[src/rtl/up_ramcfg_rdarb2.sv]
// Round-robin arbiter sharing the RAM macro engine read port between two requesters,
// with a 2-cycle return tag pipeline and a starvation guard that opens idle slots for CPU reads.
module up_ramcfg_rdarb2 #(
  parameter int G_ADDR   = 10,
  parameter int G_WIDTH  = 32,
  parameter int G_STARVE = 8
) (
  input  logic               clk,
  input  logic               rst_n,
  input  logic               req0_re,
  input  logic [G_ADDR-1:0]  req0_ra,
  output logic               req0_gnt,
  output logic               req0_vld,
  output logic [G_WIDTH-1:0] req0_rdd,
  input  logic               req1_re,
  input  logic [G_ADDR-1:0]  req1_ra,
  output logic               req1_gnt,
  output logic               req1_vld,
  output logic [G_WIDTH-1:0] req1_rdd,
  input  logic               upen,
  input  logic               uprs,
  input  logic               uprdy,
  output logic               oeng_re,
  output logic [G_ADDR-1:0]  oeng_ra,
  input  logic [G_WIDTH-1:0] ieng_rdd
);

  localparam int            CW        = (G_STARVE < 1) ? 1 : $clog2(G_STARVE + 1);
  localparam logic [CW-1:0] STV_MAX   = CW'(G_STARVE);
  localparam logic          STARVE_EN = (G_STARVE != 0);

  logic          cpuPend;
  logic          idleSlot;
  logic          grant0;
  logic          grant1;
  logic          anyGrant;
  logic          last_q,   last_d;
  logic [CW-1:0] stvCnt_q, stvCnt_d;
  logic [1:0]    tagS1_q,  tagS2_q;

  assign cpuPend  = upen & uprs & ~uprdy;
  assign idleSlot = STARVE_EN & cpuPend & (stvCnt_q == STV_MAX);

  // Under contention the requester that was not granted last wins; an idle slot blocks both.
  always_comb begin
    grant0 = 1'b0;
    grant1 = 1'b0;
    if (!idleSlot) begin
      if (req0_re && req1_re) begin
        grant0 = last_q;
        grant1 = ~last_q;
      end else begin
        grant0 = req0_re;
        grant1 = req1_re;
      end
    end
  end

  assign anyGrant = grant0 | grant1;
  assign last_d   = anyGrant ? grant1 : last_q;

  // Count back-to-back engine grants seen by a waiting CPU read, saturating at the limit.
  always_comb begin
    stvCnt_d = stvCnt_q;
    if (idleSlot || !cpuPend || !anyGrant) begin
      stvCnt_d = '0;
    end else if (stvCnt_q != STV_MAX) begin
      stvCnt_d = stvCnt_q + 1'b1;
    end
  end

  always_ff @(posedge clk or negedge rst_n) begin
    if (!rst_n) begin
      last_q   <= 1'b1;
      stvCnt_q <= '0;
      tagS1_q  <= 2'b00;
      tagS2_q  <= 2'b00;
    end else begin
      last_q   <= last_d;
      stvCnt_q <= stvCnt_d;
      tagS1_q  <= {grant0, grant1};
      tagS2_q  <= tagS1_q;
    end
  end

  assign req0_gnt = grant0;
  assign req1_gnt = grant1;
  assign oeng_re  = anyGrant;
  assign oeng_ra  = grant1 ? req1_ra : req0_ra;

  // Tag stage 2 lines up with the macro's read data two cycles after the grant.
  assign req0_vld = tagS2_q[1];
  assign req1_vld = tagS2_q[0];
  assign req0_rdd = ieng_rdd;
  assign req1_rdd = ieng_rdd;

endmodule

[config.mk]
export PLATFORM = sky130hd
export DESIGN_NAME = up_ramcfg_rdarb2
export DESIGN_NICKNAME = d
export VERILOG_FILES = /design/src/rtl/up_ramcfg_rdarb2.sv
export SDC_FILE = /design/constraint.sdc
export NUM_CORES = 1
export LEC_CHECK = 0
export CAP_MARGIN = 40
export CORE_AREA = 2 2 54 56
export DETAILED_ROUTE_END_ITERATION = 8
export DIE_AREA = 0 0 56 58
export DONT_BUFFER_PORTS = 1
export PLACE_DENSITY = 0.64
export SLEW_MARGIN = 25
export SYNTH_ARGS = -nofsm -noshare
export SYNTH_HDL_FRONTEND = slang
export SYNTH_SLANG_ARGS = --single-unit
[constraint.sdc]
create_clock -name clk -period 1.8 [get_ports clk]
set_clock_uncertainty 0.15 [all_clocks]
set_input_delay 0.27 -clock clk [delete_from_list [all_inputs] [get_ports clk]]
set_output_delay 0.27 -clock clk [all_outputs]
set_load 0.005 [all_outputs]
==> flow_metrics.tcl, run 1 <==
set metrics [dict create \
    num_vias 486 \
    nets 126 \
    regToRegSetupSlack_ns 0.21 \
    numCtsBuffers 3 \
    combPwrFrac_pct 23.5 \
    maxCapViolCount 0 \
    final_common_cell "mux2_4" \
    critPathKind "flip-flop to primary output" \
    max_freq_mhz 459.8 \
    p_leak_nw 0.3739 \
    clkLatencyLatePin_ns 0.26 \
    dp_slack_ns -0.1242 \
    postSynthAreaPerCell_um2 9.578 \
    slowest_stage "dfrtp_1" \
    setup_violations 13 \
    clock_power_share_pct 31.7 \
    seq_power_share_pct 44.8 \
    syn_inst 113 \
    hpwl_um 1681 \
    rows 19 \
    chipWidth_um 56 \
    slowest_delay_ns 0.39 \
    synth-seq-area-share_pct 20.92 \
    final.setup.tns_ns -4.053 \
    path_cells "inv_2, ha_4, nand2_4, o311ai_4, buf_6, mux2_4" \
    fin_crit_sh_pct 120.8 \
    detail-route-antenna-nets 0 \
    drt_iter0_drc 19 \
    tightest_slew_ns 0.4136 \
    gp_congestion 0.7773 \
    critical_path_arrival_ns 1.75 \
    grt-ovfl-total 0 \
    drc_errors 0 \
    clkTransAtPathRegs_ns 0.07 \
    drive_gt1_share_pct 53.13 \
    syn_nets 174 \
    synth_ff_type "dfrtp_1" \
    ys_ff_latch 9 \
    violations "setup timing" \
    grt_pass1_wl_um 2967 \
    cpLargestDelayFamily "flip-flops" \
    p_sw_share_pct 25.27 \
    synthDistinctLibCells 27 \
    crit_path_start_kind "flip-flop" \
    crit_fanout 5 \
    portBuffers 0 \
    antenna_found_initial 0 \
    h-tree-depth 1 \
    start_util_pct 40.65 \
    status "complete, but fails checks" \
    synth_top_area_share_pct 44.39 \
    dr.pass1.iters 3 \
    cts_buffer_depth 2 \
    path_buf_inv 2 \
    yosys-top-cells-area "buf_4, dfrtp_1, mux2_4" \
    cts.sinks 9 \
    cts_tree "yes" \
    critical_path_required_ns 1.38 \
    fin_crit_ns 2.175 \
    grt_max_degree 10 \
    powerDensity_nw_per_um2 611.5 \
    synth_top_cell_by_area "buf_4" \
    syn_to_final_growth_pct -25.20 \
    total_power_w 0.0004950 \
    rsz0062_at_grt "yes" \
    hp-class "primary input to flip-flop" \
    ir_drop_mv 0.4823 \
    core_region_area_um2 2663 \
    async_flop_share_pct 100.0 \
    whs_ns 0.1001 \
    io_pins 138 \
    slew_violations 0 \
    vias_per_cell 5.116 \
    intPower_w 0.0003699 \
    wl_per_cell_um 22.19 \
    grt_pass1_vias 496 \
    synth_edf_count 0 \
    worst_slack_ns -0.3749 \
    wirelength_um 2108 \
    die_area_um2 3248 \
    endpoint_kind "primary output" \
    max_slew_margin_pct 72.34 \
    syn-cell-area_um2 1082 \
    ys.warnings.count 0 \
    grt_usage_pct 11.95 \
    die_y_um 58 \
    layout_common_cells "mux2_4, dfrtp_1, buf_4" \
    clk_root_buffer_cell "clkbuf_4" \
    finalHoldViolations 0 \
    diodes 0 \
    p_switching_w 0.0001251 \
]
-- layout make-up --
| class | count | area (um2) |
|---|---|---|
| repair buffers | 13 | 125.1 |
| multi-input cells | 33 | 374.1 |
| fillers | 274 | 1853 |
| well taps | 31 | 38.79 |
| clock buffers | 4 | 26.28 |
| flip-flops and latches | 9 | 226.5 |
| inverters | 5 | 18.77 |
-- flip-flops by register name (all words and copies together) (netlist names) --
register / count
last_q: 1
stvCnt_q: 4
tagS1_q: 2
tagS2_q: 2
-- metal layers --
| metal | track usage (%) | routed length, um | vias to the layer above |
|---|---|---|---|
| li1 | - | - | 204 |
| met1 | 11.03 | 609 | 220 |
| met2 | 20.00 | 1132 | 52 |
| met3 | 8.929 | 328 | 10 |
| met4 | 5.102 | 38 | 0 |
| met5 | 0 | 0 | - |
-- cells by family after synthesis --
family	share of synthesized area [%]
muxes	13.53
adders and majority gates	2.312
and+or+nand+nor	8.903
DFF	20.93
AOI/OAI and AO/OA	6.360
buffers and inverters	47.98
-- path summary, 6_finish.rpt --
path                                    startpoint  cells past startpoint                      end
setup / recovery           stvCnt_q[0]$_DFFE_PN0P_                      6               oeng_ra[3]
hold reg to reg               tagS1_q[0]$_DFF_PN0_                      0     tagS2_q[0]$_DFF_PN0_
min in group asynchronous                    rst_n                      1  stvCnt_q[0]$_DFFE_PN0P_
max in group asynchronous                    rst_n                      1       last_q$_DFFE_PN1P_
hold / removal                             req0_re                      2       last_q$_DFFE_PN1P_
setup reg to reg           stvCnt_q[0]$_DFFE_PN0P_                      7     tagS1_q[0]$_DFF_PN0_
-- power by group through the flow --
| stage | sequential, W | combinational (W) | clock (W) |
|---|---|---|---|
| global route | 0.000222 | 0.000124 | 0.000173 |
| detailed placement | 0.000225 | 0.0000928 | 0 |
| floorplan | 0.000225 | 0.000194 | 0 |
| CTS | 0.000222 | 0.000125 | 0.000166 |
| finish | 0.000222 | 0.000116 | 0.000157 |
| global placement | 0.000225 | 0.0000910 | 0 |
-- what timing repair did --
item | 4_1_cts | 5_1_grt
pin swaps | 2 | 5
buffers inserted | 3 | 3
endpoints found under the setup margin | 13 | 13
hold buffers | 3 | 0
cloned | 1 | 0
resized for setup | 10 | 2
endpoints found under the hold margin | 11 | 0
-- cell usage after synthesis (2+ instances only) --
cell type and number:
buf_4 64, mux2_4 9, dfrtp_1 8, inv_1 5, nor2_1 3, ha_1 2
nor3_1 2
-- through the flow --
step	cells	utilization, %	instance area, um2
3_5_place_dp	83	25.47	678.2
6_report	95	30.40	809.5
3_3_place_gp	83	25.47	678.2
2_1_floorplan	113	-	1090
5_1_grt	95	30.40	809.5
4_1_cts	93	30.45	810.8
-- worst register-to-register path, delay by kind of cell, from the launching register on --
family | cells | cell delay (ns)
simple gates | 1 | 0.05
compound gates | 1 | 0.34
flops | 1 | 0.39
buf+inv | 4 | 0.40
fa+ha+maj | 1 | 0.15
Note: power is estimated with default switching activity, not from simulation.
==> inputs of run 2 (changes only) <==
- REMOVE_ABC_BUFFERS: default -> 1
- SKIP_CTS_REPAIR_TIMING: default -> 1
==> run 2 against run 1 <==
Net effect:
- the run ends with hold timing, setup timing left
- sequential share of layout area up 0.75 points
- wire length up 95%
- sequential power about the same
- power up 0.28%
- combinational power down 4%
- critical path type unchanged
==> flow_metrics.tcl, run 2 (synthesis gave the netlist of run 1 again) <==
set metrics [dict create \
    chipWidth_um 56 \
    ir_drop_mv 0.3290 \
    violations "hold timing, setup timing" \
    rows 19 \
    grt_pass1_vias 533 \
    critical_path_required_ns 1.38 \
    wirelength_um 4103 \
    endpoint_kind "primary output" \
    clock_power_share_pct 33.0 \
    dr.pass1.iters 4 \
    status "complete, but fails checks" \
    crit_path_start_kind "flip-flop" \
    drc_errors 0 \
    setup_violations 12 \
    clk_root_buffer_cell "clkbuf_4" \
    fin_crit_ns 2.177 \
    crit_fanout 10 \
    portBuffers 0 \
    fin_cells 93 \
    dp_slack_ns -0.1597 \
    hpwl_um 3479 \
    detail-route-antenna-nets 0 \
    grt_pass1_wl_um 4823 \
    wl_per_cell_um 44.12 \
    seq_power_share_pct 44.7 \
    regToRegSetupSlack_ns 0.20 \
    clkLatencyLatePin_ns 0.27 \
    maxCapViolCount 0 \
    finalHoldViolations 1 \
    slowest_stage "dfrtp_1" \
    critical_path_arrival_ns 1.76 \
    start_util_pct 40.65 \
    max_slew_margin_pct 69.27 \
    grt_usage_pct 22.99 \
    layout_common_cells "mux2_4, dfrtp_1, buf_4" \
    die_y_um 58 \
    tightest_slew_ns 0.4594 \
    grt_max_degree 11 \
    nets 124 \
    num_vias 585 \
    largest_register "stvCnt_q" \
    powerDensity_nw_per_um2 629.8 \
    drive_gt1_share_pct 51.61 \
    largestRegisters "stvCnt_q x4, tagS1_q x2, tagS2_q x2" \
    grt-ovfl-total 0 \
    largest_reg_flops 4 \
    max_freq_mhz 459.3 \
    p_leak_nw 0.3630 \
    syn_to_final_growth_pct -27.17 \
    antenna_found_initial 0 \
    final_util_pct 29.61 \
    final_common_cell "mux2_4" \
    cts_buffer_depth 2 \
    rsz0062_at_grt "yes" \
    slew_violations 0 \
    p_sw_share_pct 26.25 \
    whs_ns -0.001962 \
    path_cells "inv_2, ha_4, nand2_4, o311ai_4, buf_12, mux2_4" \
    p_switching_w 0.0001303 \
    critPathKind "flip-flop to primary output" \
    nFillCells 289 \
    drt_iter0_drc 23 \
    combPwrFrac_pct 22.3 \
    vias_per_cell 6.290 \
    h-tree-depth 1 \
    cts.sinks 9 \
    place_inst 84 \
    total_power_w 0.0004964 \
    hp-class "primary input to flip-flop" \
    gp_congestion 0.7119 \
    intPower_w 0.0003661 \
    diodes 0 \
    cts_tree "yes" \
    io_pins 138 \
    die_area_um2 3248 \
    numCtsBuffers 3 \
    worst_slack_ns -0.3774 \
    core_region_area_um2 2663 \
    fin_crit_sh_pct 121.0 \
    slowest_delay_ns 0.39 \
    clkTransAtPathRegs_ns 0.07 \
]
run 2: power by group through the flow:
stage | clock (W) | combinational (W) | sequential, W
4_1_cts | 0.000167 | 0.0000921 | 0.000222
5_1_grt | 0.000176 | 0.000117 | 0.000223
2_1_floorplan | 0 | 0.0000720 | 0.000225
3_5_place_dp | 0 | 0.0000918 | 0.000226
3_3_place_gp | 0 | 0.0000887 | 0.000225
6_report | 0.000164 | 0.000111 | 0.000222
run 2: critical path: cells and delay by family (launching register included):
family                   cells  cell delay, ns
adder cells (fa/ha/maj)      1            0.15
flip-flops                   1            0.39
multiplexers                 1            0.32
buffers and inverters        2            0.28
AND/OR/NAND/NOR              1            0.06
AO/OA/AOI/OAI                1            0.28
run 2: stage by stage:
stage | cell area (um2) | TNS, ns
CTS | 704.4 | -5.012
finish | 788.3 | -3.883
global route | 788.3 | -4.538
global placement | 678.2 | -0.9473
detailed placement | 678.2 | -1.409
floorplan | 581.8 | -2.995
run 2: layout make-up:
| type | count | area, um2 | share of cell area (%) |
|---|---|---|---|
| inverter | 5 | 18.77 | 2.381 |
| sequential | 9 | 226.5 | 28.73 |
| tap | 31 | 38.79 | 4.921 |
| timing repair buffer | 11 | 103.9 | 13.17 |
| clock buffer | 4 | 26.28 | 3.333 |
| multi-input combinational | 33 | 374.1 | 47.46 |
run 2: worst paths after layout:
| kind | from | to | cells past startpoint |
|---|---|---|---|
| worst max-delay path | stvCnt_q[0]$_DFFE_PN0P_ | oeng_ra[0] | 6 |
| worst max register to register | stvCnt_q[0]$_DFFE_PN0P_ | last_q$_DFFE_PN1P_ | 8 |
| min in group asynchronous | rst_n | stvCnt_q[0]$_DFFE_PN0P_ | 1 |
| worst min register to register | tagS1_q[1]$_DFF_PN0_ | tagS2_q[1]$_DFF_PN0_ | 0 |
| max in group asynchronous | rst_n | last_q$_DFFE_PN1P_ | 1 |
| worst min-delay path | req0_re | tagS1_q[1]$_DFF_PN0_ | 2 |
run 2: per-layer routing:
layer	track usage [%]	part of all wire, %	vias up
li1	-	-	203
met1	16.87	25	270
met2	38.66	51	100
met3	27.01	23	12
met4	3.401	1.3	0
met5	7.937	0	-
